--- src/rtl/hazard_ctrl_if.sv ---
// Signal bundle between the pipeline datapath and the hazard controller.
// The datapath side drives hazard inputs; the controller drives enables, flushes and forwarding selects.
interface hazard_ctrl_if;
    logic [2:0]  id_rs;
    logic [2:0]  id_rt;
    logic        id_useRs;
    logic        id_useRt;
    logic [2:0]  exe_rd;
    logic        exe_regWr;
    logic        exe_memRd;
    logic        exe_brTaken;
    logic [2:0]  mem_rd;
    logic        mem_regWr;
    logic        mem_busy;

    logic        pcWr;
    logic        ifIdWr;
    logic        ifIdFlush;
    logic        idExeFlush;
    logic        exeMemWr;
    logic [1:0]  fwdA;
    logic [1:0]  fwdB;
    logic        state;
    logic [15:0] stallCnt;

    modport master (
        output id_rs, id_rt, id_useRs, id_useRt,
        output exe_rd, exe_regWr, exe_memRd, exe_brTaken,
        output mem_rd, mem_regWr, mem_busy,
        input  pcWr, ifIdWr, ifIdFlush, idExeFlush, exeMemWr,
        input  fwdA, fwdB, state, stallCnt
    );

    modport slave (
        input  id_rs, id_rt, id_useRs, id_useRt,
        input  exe_rd, exe_regWr, exe_memRd, exe_brTaken,
        input  mem_rd, mem_regWr, mem_busy,
        output pcWr, ifIdWr, ifIdFlush, idExeFlush, exeMemWr,
        output fwdA, fwdB, state, stallCnt
    );
endinterface

--- src/rtl/hazard_ctrl.sv ---
// Hazard and sequencing controller for the 5-stage 8-bit core: forwarding selects,
// load-use stall, multi-cycle branch flush window, memory freeze and a stall-cycle counter.
module hazard_ctrl #(
    parameter int BR_PENALTY   = 1,
    parameter bit R0_HARDWIRED = 1'b1
) (
    input  logic         clk,
    input  logic         rst,
    hazard_ctrl_if.slave bus
);

    typedef enum logic {RUN = 1'b0, FLUSH = 1'b1} state_t;

    state_t      state_reg, state_next;
    logic [2:0]  fcnt_reg, fcnt_next;
    logic [15:0] stall_cnt_reg, stall_cnt_next;
    logic [15:0] stall_cnt_inc;

    logic             exe_fwd_ok;
    logic             mem_fwd_ok;
    logic [1:0][2:0]  src;
    logic [1:0]       use_src;
    logic [1:0][1:0]  fwd_sel;
    logic [1:0]       src_hazard;
    logic             load_use;

    logic pc_wr, if_id_wr, if_id_flush, id_exe_flush, exe_mem_wr;

    // A write to r0 is discarded when it is hardwired, so it can never be a producer.
    assign exe_fwd_ok = bus.exe_regWr && !(R0_HARDWIRED && (bus.exe_rd == 3'd0));
    assign mem_fwd_ok = bus.mem_regWr && !(R0_HARDWIRED && (bus.mem_rd == 3'd0));

    assign src[0]     = bus.id_rs;
    assign src[1]     = bus.id_rt;
    assign use_src[0] = bus.id_useRs;
    assign use_src[1] = bus.id_useRt;

    generate
        for (genvar gi = 0; gi < 2; gi++) begin : g_src
            // The younger producer in EXE wins over the older one in MEM.
            assign fwd_sel[gi] = (exe_fwd_ok && (bus.exe_rd == src[gi])) ? 2'b01 :
                                 (mem_fwd_ok && (bus.mem_rd == src[gi])) ? 2'b10 : 2'b00;
            assign src_hazard[gi] = use_src[gi] && exe_fwd_ok && bus.exe_memRd &&
                                    (bus.exe_rd == src[gi]);
        end
    endgenerate

    assign load_use      = |src_hazard;
    assign stall_cnt_inc = (stall_cnt_reg == 16'hFFFF) ? stall_cnt_reg : stall_cnt_reg + 16'd1;

    always_ff @(posedge clk) begin
        if (rst) begin
            state_reg     <= RUN;
            fcnt_reg      <= 3'd0;
            stall_cnt_reg <= 16'd0;
        end else begin
            state_reg     <= state_next;
            fcnt_reg      <= fcnt_next;
            stall_cnt_reg <= stall_cnt_next;
        end
    end

    always_comb begin
        state_next     = state_reg;
        fcnt_next      = fcnt_reg;
        stall_cnt_next = stall_cnt_reg;
        if (bus.mem_busy) begin
            stall_cnt_next = stall_cnt_inc;
        end else if (bus.exe_brTaken) begin
            if (BR_PENALTY > 1) begin
                state_next = FLUSH;
                fcnt_next  = 3'(BR_PENALTY - 1);
            end else begin
                state_next = RUN;
                fcnt_next  = 3'd0;
            end
        end else if (state_reg == FLUSH) begin
            // The flush cycle that sees fcnt==1 is the last one of the window.
            if (fcnt_reg <= 3'd1) begin
                state_next = RUN;
                fcnt_next  = 3'd0;
            end else begin
                fcnt_next  = fcnt_reg - 3'd1;
            end
        end else if (load_use) begin
            stall_cnt_next = stall_cnt_inc;
        end
    end

    always_comb begin
        pc_wr        = 1'b1;
        if_id_wr     = 1'b1;
        exe_mem_wr   = 1'b1;
        if_id_flush  = 1'b0;
        id_exe_flush = 1'b0;
        if (rst) begin
            pc_wr        = 1'b0;
            if_id_wr     = 1'b0;
            exe_mem_wr   = 1'b0;
            if_id_flush  = 1'b1;
            id_exe_flush = 1'b1;
        end else if (bus.mem_busy) begin
            pc_wr        = 1'b0;
            if_id_wr     = 1'b0;
            exe_mem_wr   = 1'b0;
        end else if (bus.exe_brTaken) begin
            if_id_flush  = 1'b1;
            id_exe_flush = 1'b1;
        end else if (state_reg == FLUSH) begin
            if_id_flush  = 1'b1;
        end else if (load_use) begin
            pc_wr        = 1'b0;
            if_id_wr     = 1'b0;
            id_exe_flush = 1'b1;
        end
    end

    assign bus.pcWr       = pc_wr;
    assign bus.ifIdWr     = if_id_wr;
    assign bus.exeMemWr   = exe_mem_wr;
    assign bus.ifIdFlush  = if_id_flush;
    assign bus.idExeFlush = id_exe_flush;
    assign bus.fwdA       = rst ? 2'b00 : fwd_sel[0];
    assign bus.fwdB       = rst ? 2'b00 : fwd_sel[1];
    assign bus.state      = state_reg;
    assign bus.stallCnt   = stall_cnt_reg;

endmodule
--- src/flat_wrapper.sv ---
// flat-port wrapper written by rule: the top's interface ports become plain ports
module hazard_ctrl_flat 
#(
    parameter int BR_PENALTY   = 1,
    parameter bit R0_HARDWIRED = 1'b1
)
  (clk, rst, bus_id_rs, bus_id_rt, bus_id_useRs, bus_id_useRt, bus_exe_rd, bus_exe_regWr, bus_exe_memRd, bus_exe_brTaken, bus_mem_rd, bus_mem_regWr, bus_mem_busy, bus_pcWr, bus_ifIdWr, bus_ifIdFlush, bus_idExeFlush, bus_exeMemWr, bus_fwdA, bus_fwdB, bus_state, bus_stallCnt);
  hazard_ctrl_if bus_i ();
  input  logic clk;
  input  logic rst;
  input wire logic [$bits(bus_i.id_rs)-1:0] bus_id_rs;
  input wire logic [$bits(bus_i.id_rt)-1:0] bus_id_rt;
  input wire logic [$bits(bus_i.id_useRs)-1:0] bus_id_useRs;
  input wire logic [$bits(bus_i.id_useRt)-1:0] bus_id_useRt;
  input wire logic [$bits(bus_i.exe_rd)-1:0] bus_exe_rd;
  input wire logic [$bits(bus_i.exe_regWr)-1:0] bus_exe_regWr;
  input wire logic [$bits(bus_i.exe_memRd)-1:0] bus_exe_memRd;
  input wire logic [$bits(bus_i.exe_brTaken)-1:0] bus_exe_brTaken;
  input wire logic [$bits(bus_i.mem_rd)-1:0] bus_mem_rd;
  input wire logic [$bits(bus_i.mem_regWr)-1:0] bus_mem_regWr;
  input wire logic [$bits(bus_i.mem_busy)-1:0] bus_mem_busy;
  output wire logic [$bits(bus_i.pcWr)-1:0] bus_pcWr;
  output wire logic [$bits(bus_i.ifIdWr)-1:0] bus_ifIdWr;
  output wire logic [$bits(bus_i.ifIdFlush)-1:0] bus_ifIdFlush;
  output wire logic [$bits(bus_i.idExeFlush)-1:0] bus_idExeFlush;
  output wire logic [$bits(bus_i.exeMemWr)-1:0] bus_exeMemWr;
  output wire logic [$bits(bus_i.fwdA)-1:0] bus_fwdA;
  output wire logic [$bits(bus_i.fwdB)-1:0] bus_fwdB;
  output wire logic [$bits(bus_i.state)-1:0] bus_state;
  output wire logic [$bits(bus_i.stallCnt)-1:0] bus_stallCnt;
  assign bus_i.id_rs = bus_id_rs;
  assign bus_i.id_rt = bus_id_rt;
  assign bus_i.id_useRs = bus_id_useRs;
  assign bus_i.id_useRt = bus_id_useRt;
  assign bus_i.exe_rd = bus_exe_rd;
  assign bus_i.exe_regWr = bus_exe_regWr;
  assign bus_i.exe_memRd = bus_exe_memRd;
  assign bus_i.exe_brTaken = bus_exe_brTaken;
  assign bus_i.mem_rd = bus_mem_rd;
  assign bus_i.mem_regWr = bus_mem_regWr;
  assign bus_i.mem_busy = bus_mem_busy;
  assign bus_pcWr = bus_i.pcWr;
  assign bus_ifIdWr = bus_i.ifIdWr;
  assign bus_ifIdFlush = bus_i.ifIdFlush;
  assign bus_idExeFlush = bus_i.idExeFlush;
  assign bus_exeMemWr = bus_i.exeMemWr;
  assign bus_fwdA = bus_i.fwdA;
  assign bus_fwdB = bus_i.fwdB;
  assign bus_state = bus_i.state;
  assign bus_stallCnt = bus_i.stallCnt;
  hazard_ctrl #(.BR_PENALTY(BR_PENALTY), .R0_HARDWIRED(R0_HARDWIRED)) u_core (.clk(clk), .rst(rst), .bus(bus_i));
endmodule
--- config.mk ---
export PLATFORM = sky130hd
export DESIGN_NAME = hazard_ctrl_flat
export DESIGN_NICKNAME = d
export VERILOG_FILES = /design/src/rtl/hazard_ctrl_if.sv /design/src/rtl/hazard_ctrl.sv /design/src/flat_wrapper.sv
export SDC_FILE = /design/constraint.sdc
export NUM_CORES = 1
export LEC_CHECK = 0
export ABC_AREA = 1
export BUFFER_PORTS_ARGS = -buffer_cell sky130_fd_sc_hd__buf_4
export CORE_MARGIN = 5
export CORE_UTILIZATION = 48
export CTS_BUF_LIST = sky130_fd_sc_hd__clkbuf_4
export DETAILED_ROUTE_END_ITERATION = 7
export PLACE_DENSITY = 0.78
export SKIP_CTS_REPAIR_TIMING = 1
export SLEW_MARGIN = 20
export SYNTH_ARGS = -nofsm -noshare
export SYNTH_HDL_FRONTEND = slang
export SYNTH_SLANG_ARGS = --single-unit
--- constraint.sdc ---
create_clock -name clk -period 1.31 [get_ports clk]
set_input_delay 0.0655 -clock clk [delete_from_list [all_inputs] [get_ports clk]]
set_output_delay 0.0655 -clock clk [all_outputs]
set_load 0.01 [all_outputs]
### Word-level counts from Yosys, hierarchy flattened

Cells that the tools add are included.
Widths: inputs -> output; s select.

| storage, ports and cells | value |
|---|---|
| register bits | 20 |
| bits of input ports | 21 |
| output and inout bits | 26 |

| cells by class | value |
|---|---|
| add/subtract/negate cells | 2 |
| magnitude comparators | 1 |
| equal/unequal tests | 7 |
| mux-type cells | 33 |
| bitwise logic cells | 1 |
| reductions and logical operators | 21 |

Operators with widths:

| kind | count |
|---|---|
| $mux 16 | 5 |
| $mux 1 | 19 |
| $add 16x1->16 const B | 1 |
| $eq 16x16->1 const B | 1 |
| $eq 3x3->1 | 4 |
| $logic_and 1x1->1 | 12 |
| $mux 2 | 6 |
| $mux 3 | 3 |
| $logic_not 3->1 | 2 |
| $reduce_bool 2->1 | 2 |
| $le 3x1->1 const B | 1 |
| $reduce_and 3->1 | 1 |
| $sub 3x1->3 const B | 1 |
| $logic_not 1->1 | 2 |
| $ne 2x1->1 const B | 1 |
| $ne 2x2->1 const B | 1 |
| $reduce_and 2->1 | 1 |
| $reduce_or 2->1 | 1 |
| $not 1->1 | 1 |

### Logic depth before layout (Yosys ltp)

| depth | value |
|---|---|
| depth in word-level cells | 12 |
| mapped depth | 12 |
| depth with buffers taken out | 12 |

### Least setup slack after synthesis

OpenSTA, ideal clock, no wires.

| timing | value |
|---|---|
| path kind | register -> register |
| start point | reg u_core.stall_cnt_reg[0] (netlist: u_core.bus.stallCnt[0]) |
| end point | reg u_core.stall_cnt_reg[15] (netlist: u_core.bus.stallCnt[15]) |
| arrival time | 1.372 ns |
| required time | 1.246 ns |
| slack | -0.125 ns |
| stages on the path, launching flop included | 13 |
| period minus slack after synthesis | 1.435 ns |
| cells stage by stage | dfxtp_1 -> ha_1 -> nand2_1 -> nor2_1 -> nand2_1 -> nor2_1 -> nor2_1 -> nand2_1 -> nor2_1 -> nand3_1 -> nand2_1 -> inv_1 -> nor2_1 |

| between the ends | value |
|---|---|
| longest elaborated chain between the ends | 6 |

Ends and longest elaborated chain:

| what | line | RTL |
|---|---|---|
| start: declaration | hazard_ctrl.sv:16 | `logic [15:0] stall_cnt_reg, stall_cnt_next;` |
| start signal: assignment | hazard_ctrl.sv:59 | `stall_cnt_reg <= stall_cnt_next;` |
| $add 16x1->16 or $eq 16x16->1 (tied branches) | hazard_ctrl.sv:49 | `assign stall_cnt_inc = (stall_cnt_reg == 16'hFFFF) ? stall_cnt_reg : stall_cnt_reg + 16'd1;` |
| $mux 16 (*) | hazard_ctrl.sv:49 |  |
| $mux 16 | hazard_ctrl.sv:85 | `end else if (load_use) begin` |
| $mux 16 | hazard_ctrl.sv:77 | `end else if (state_reg == FLUSH) begin` |
| $mux 16 | hazard_ctrl.sv:69 | `end else if (bus.exe_brTaken) begin` |
| $mux 16 (*) | hazard_ctrl.sv:67 | `if (bus.mem_busy) begin` |

Mark *: on every way between the ends. The rest lies on a longest branch, timed or not. The select of a mux whose other input is x is not followed.
A chain may end at the register's enable or synchronous reset.

### Worst setup path in the final report

| timing | value |
|---|---|
| start point | reg u_core.stall_cnt_reg[1] (netlist: u_core.bus.stallCnt[1]) |
| end point | reg u_core.stall_cnt_reg[13] (netlist: u_core.bus.stallCnt[13]) |

The elaborated chain is that of the path after synthesis.

==> summary.txt <==
Run status
  – Result of the run: finished with violations
  – Violations in the final reports: negative setup slack

Pwr
  – Highest ir drop seen on vdd: 595 uV
  – Final Total Pwr: 1.48 mW
  – Static Leakage: 1.24 nW
  – Cell Pwr Density: 631 mW/mm2

Place
  – Port buffer count: 46
  – HPWL after DPL: 3210 um
  – RD Place Congestion: 0.850
  – Total instance count after detailed placement: 384
  – Worst slack at placement: -0.191 ns
  – Area after detailed placement: 0.00215 mm2

Worst setup path
  – Top cell by count, worst path: nand2_1
  – Data required time of the critical path: 1.59 ns
  – Data arrival time of the critical path: 1.82 ns
  – Chain of cells forming the critical path: buf_4, nand2_1, nor2_4, nand2_1, nor2_1, nand3_1, nor2_1, nand3_1, nand2_1, nand2_1, nor2_1
  – Slowest cell on the critical path: dfxtp_4
  – Biggest fanout along the worst timing path: 3
  – Kind of start point of the critical path: flip-flop
  – Critical Path Max Stage Delay: 0.38 ns
  – Type of destination of the critical path: flip-flop
  – Register-to-Register Path Depth: 11
  – Startpoint-to-endpoint class of the critical path: flip-flop to flip-flop

CTS
  – Cts bufs inserted: 3
  – Number of levels the H-tree was split into: 1
  – CTS root buffer: clkbuf_4
  – CTS clk-pin slew, worst paths: 0.14 ns
  – Clock tree from TritonCTS: built
  – Latest clock arrival within the worst-skew pair: 0.33 ns
  – Clk buf depth: 2
  – CTS sink count: 20

Global route
  – Pin count of the biggest net entering global routing: 16
  – GRT Residual Overflow: 0
  – All-layer global routing usage: 0.188
  – Vias in the first global route: 1,623
  – Global-route wire length before repair: 6740 um
  – Number of antenna violations at the first check in global routing: 0

STA
  – Final worst setup slack: -0.226 ns
  – Max Clock Skew: 0.0196 ns
  – Crit path time final: 1.54 ns
  – Number of max-slew violations in the final report: 0
  – Post-route clock period utilization: 1.17
  – Measured slew at the worst slew-check pin: 0.284 ns
  – Total Neg Setup Slack: -2.61 ns
  – Hold WS: 0.0765 ns
  – Worst slew margin relative to its limit: 0.810
  – Endpoints failing setup: 16
  – RSZ-0062 raised after global routing: true
  – Top achievable clock speed: 651 MHz
  – Final Hold Viols: 0

Floorplanning
  – Cell row count: 20
  – Die outline height: 67.4 um
  – IO Count: 47
  – Die boundary width: 67.4 um
  – Std-Cell Core Area: 0.00310 mm2
  – Die area: 0.00454 mm2
  – Initial core utilization: 0.510

Synthesis
  – Number of warnings printed during yosys synthesis: 0
  – Avg Cell Area, Syn: 5.71 um2
  – Post-synthesis cell count: 277
  – Cell Area, Synth: 0.00158 mm2
  – Count of different cell masters after synthesis: 24
  – Post-synthesis sequential area ratio: 0.253
  – Post-synthesis register bit count: 20
  – Syn Nets: 301

Cells and area
  – P&R area growth vs syn: 48.4%
  – Diode insertion count for antenna repair: 0
  – Number of nets in the layout: 377
  – Core Util, Final: 0.756
  – Layout cell share with drive strength beyond 1: 0.372
  – Area taken by flip-flops and latches: 413 um2
  – Leading cell type in the layout, fill and taps excluded: nand2_1
  – Final non-filler cell area: 0.00235 mm2
  – Highest-count cells in the layout ignoring fill and taps: 79 x nand2_1, 73 x buf_4, 42 x inv_1
  – Non-filler cells, final: 396
  – Max FFs per register: 16
  – Area taken by multi-input logic gates: 0.00106 mm2
  – Number of inserted filler cells in the final layout: 282

Drt
  – Via count: 1,922
  – Routed vias/inst: 4.85
  – Drt first pass iters: 4
  – Starting DRC count in detailed routing: 112
  – Aggregate routed wire length: 4430 um
  – Routed len/inst: 11.2 um
  – Remaining antenna violation count after routing: 0
  – Remaining routing DRC violations: 0

Job
  – Number of violations of the max-capacitance limit: 0

Hold path
  – Class of the tightest hold or removal check: input pin to flip-flop
  – Count of cells along the worst hold path: 4
## metal layers
layer | routed length [um] | up-vias | global-route usage
li1 | - | 987 | -
met1 | 1850 | 886 | 0.222
met2 | 2320 | 44 | 0.345
met3 | 226 | 5 | 0.0383
met4 | 35 | 0 | 0.0456
met5 | 0 | - | 0
## report_power, final
group | internal (mW) | switching [mW]
sequential | 0.620 | 0.0110
clock | 0.310 | 0.222
combinational | 0.142 | 0.175
## final cells by class
cell class | instances | share of cell area
Sequential cell | 20 | 0.176
Inverter | 50 | 0.0800
Timing Repair Buffer | 76 | 0.246
Clock buffer | 3 | 0.00959
Clock inverter | 1 | 0.0128
Tap cell | 44 | 0.0235
Multi-Input combinational cell | 202 | 0.452
## cell usage after synthesis, drive strengths merged
cell type	n	area share
xor2	5	0.028
clkbuf	1	0.0024
nor3	2	0.0063
inv	50	0.12
a21oi	4	0.013
o31a	1	0.0055
buf	4	0.021
nand3	34	0.13
nor2	56	0.15
nand4	2	0.0079
nand2	91	0.22
dfxtp	20	0.25
o22ai	1	0.0040
ha	3	0.024
or2	1	0.0040
a211oi	2	0.0095
## worst max-delay path: cells and delay by family (launching register included)
| kind | cells | cell delay [ns] |
|---|---|---|
| buf+inv | 1 | 0.11 |
| flops | 1 | 0.38 |
| simple gates | 10 | 1.00 |
## logic make-up after synthesis
group | after synthesis | share of synthesized area
AOI/OAI and AO/OA | 8 | 0.0316
xor gates and xnor gates | 5 | 0.0277
adders and majority gates | 3 | 0.0237
buffers and inverters | 55 | 0.142
DFF | 20 | 0.253
and+or+nand+nor | 186 | 0.522
## path summary, 6_finish.rpt
path         slack, ns                      end                    from
min               0.08         u_core.bus.state         bus_exe_brTaken
max reg2reg      -0.23  u_core.bus.stallCnt[13]  u_core.bus.stallCnt[1]
max              -0.23  u_core.bus.stallCnt[13]  u_core.bus.stallCnt[1]
min reg2reg       0.50       u_core.fcnt_reg[0]      u_core.fcnt_reg[0]
No activity file was read; power rests on OpenSTA's default activity.
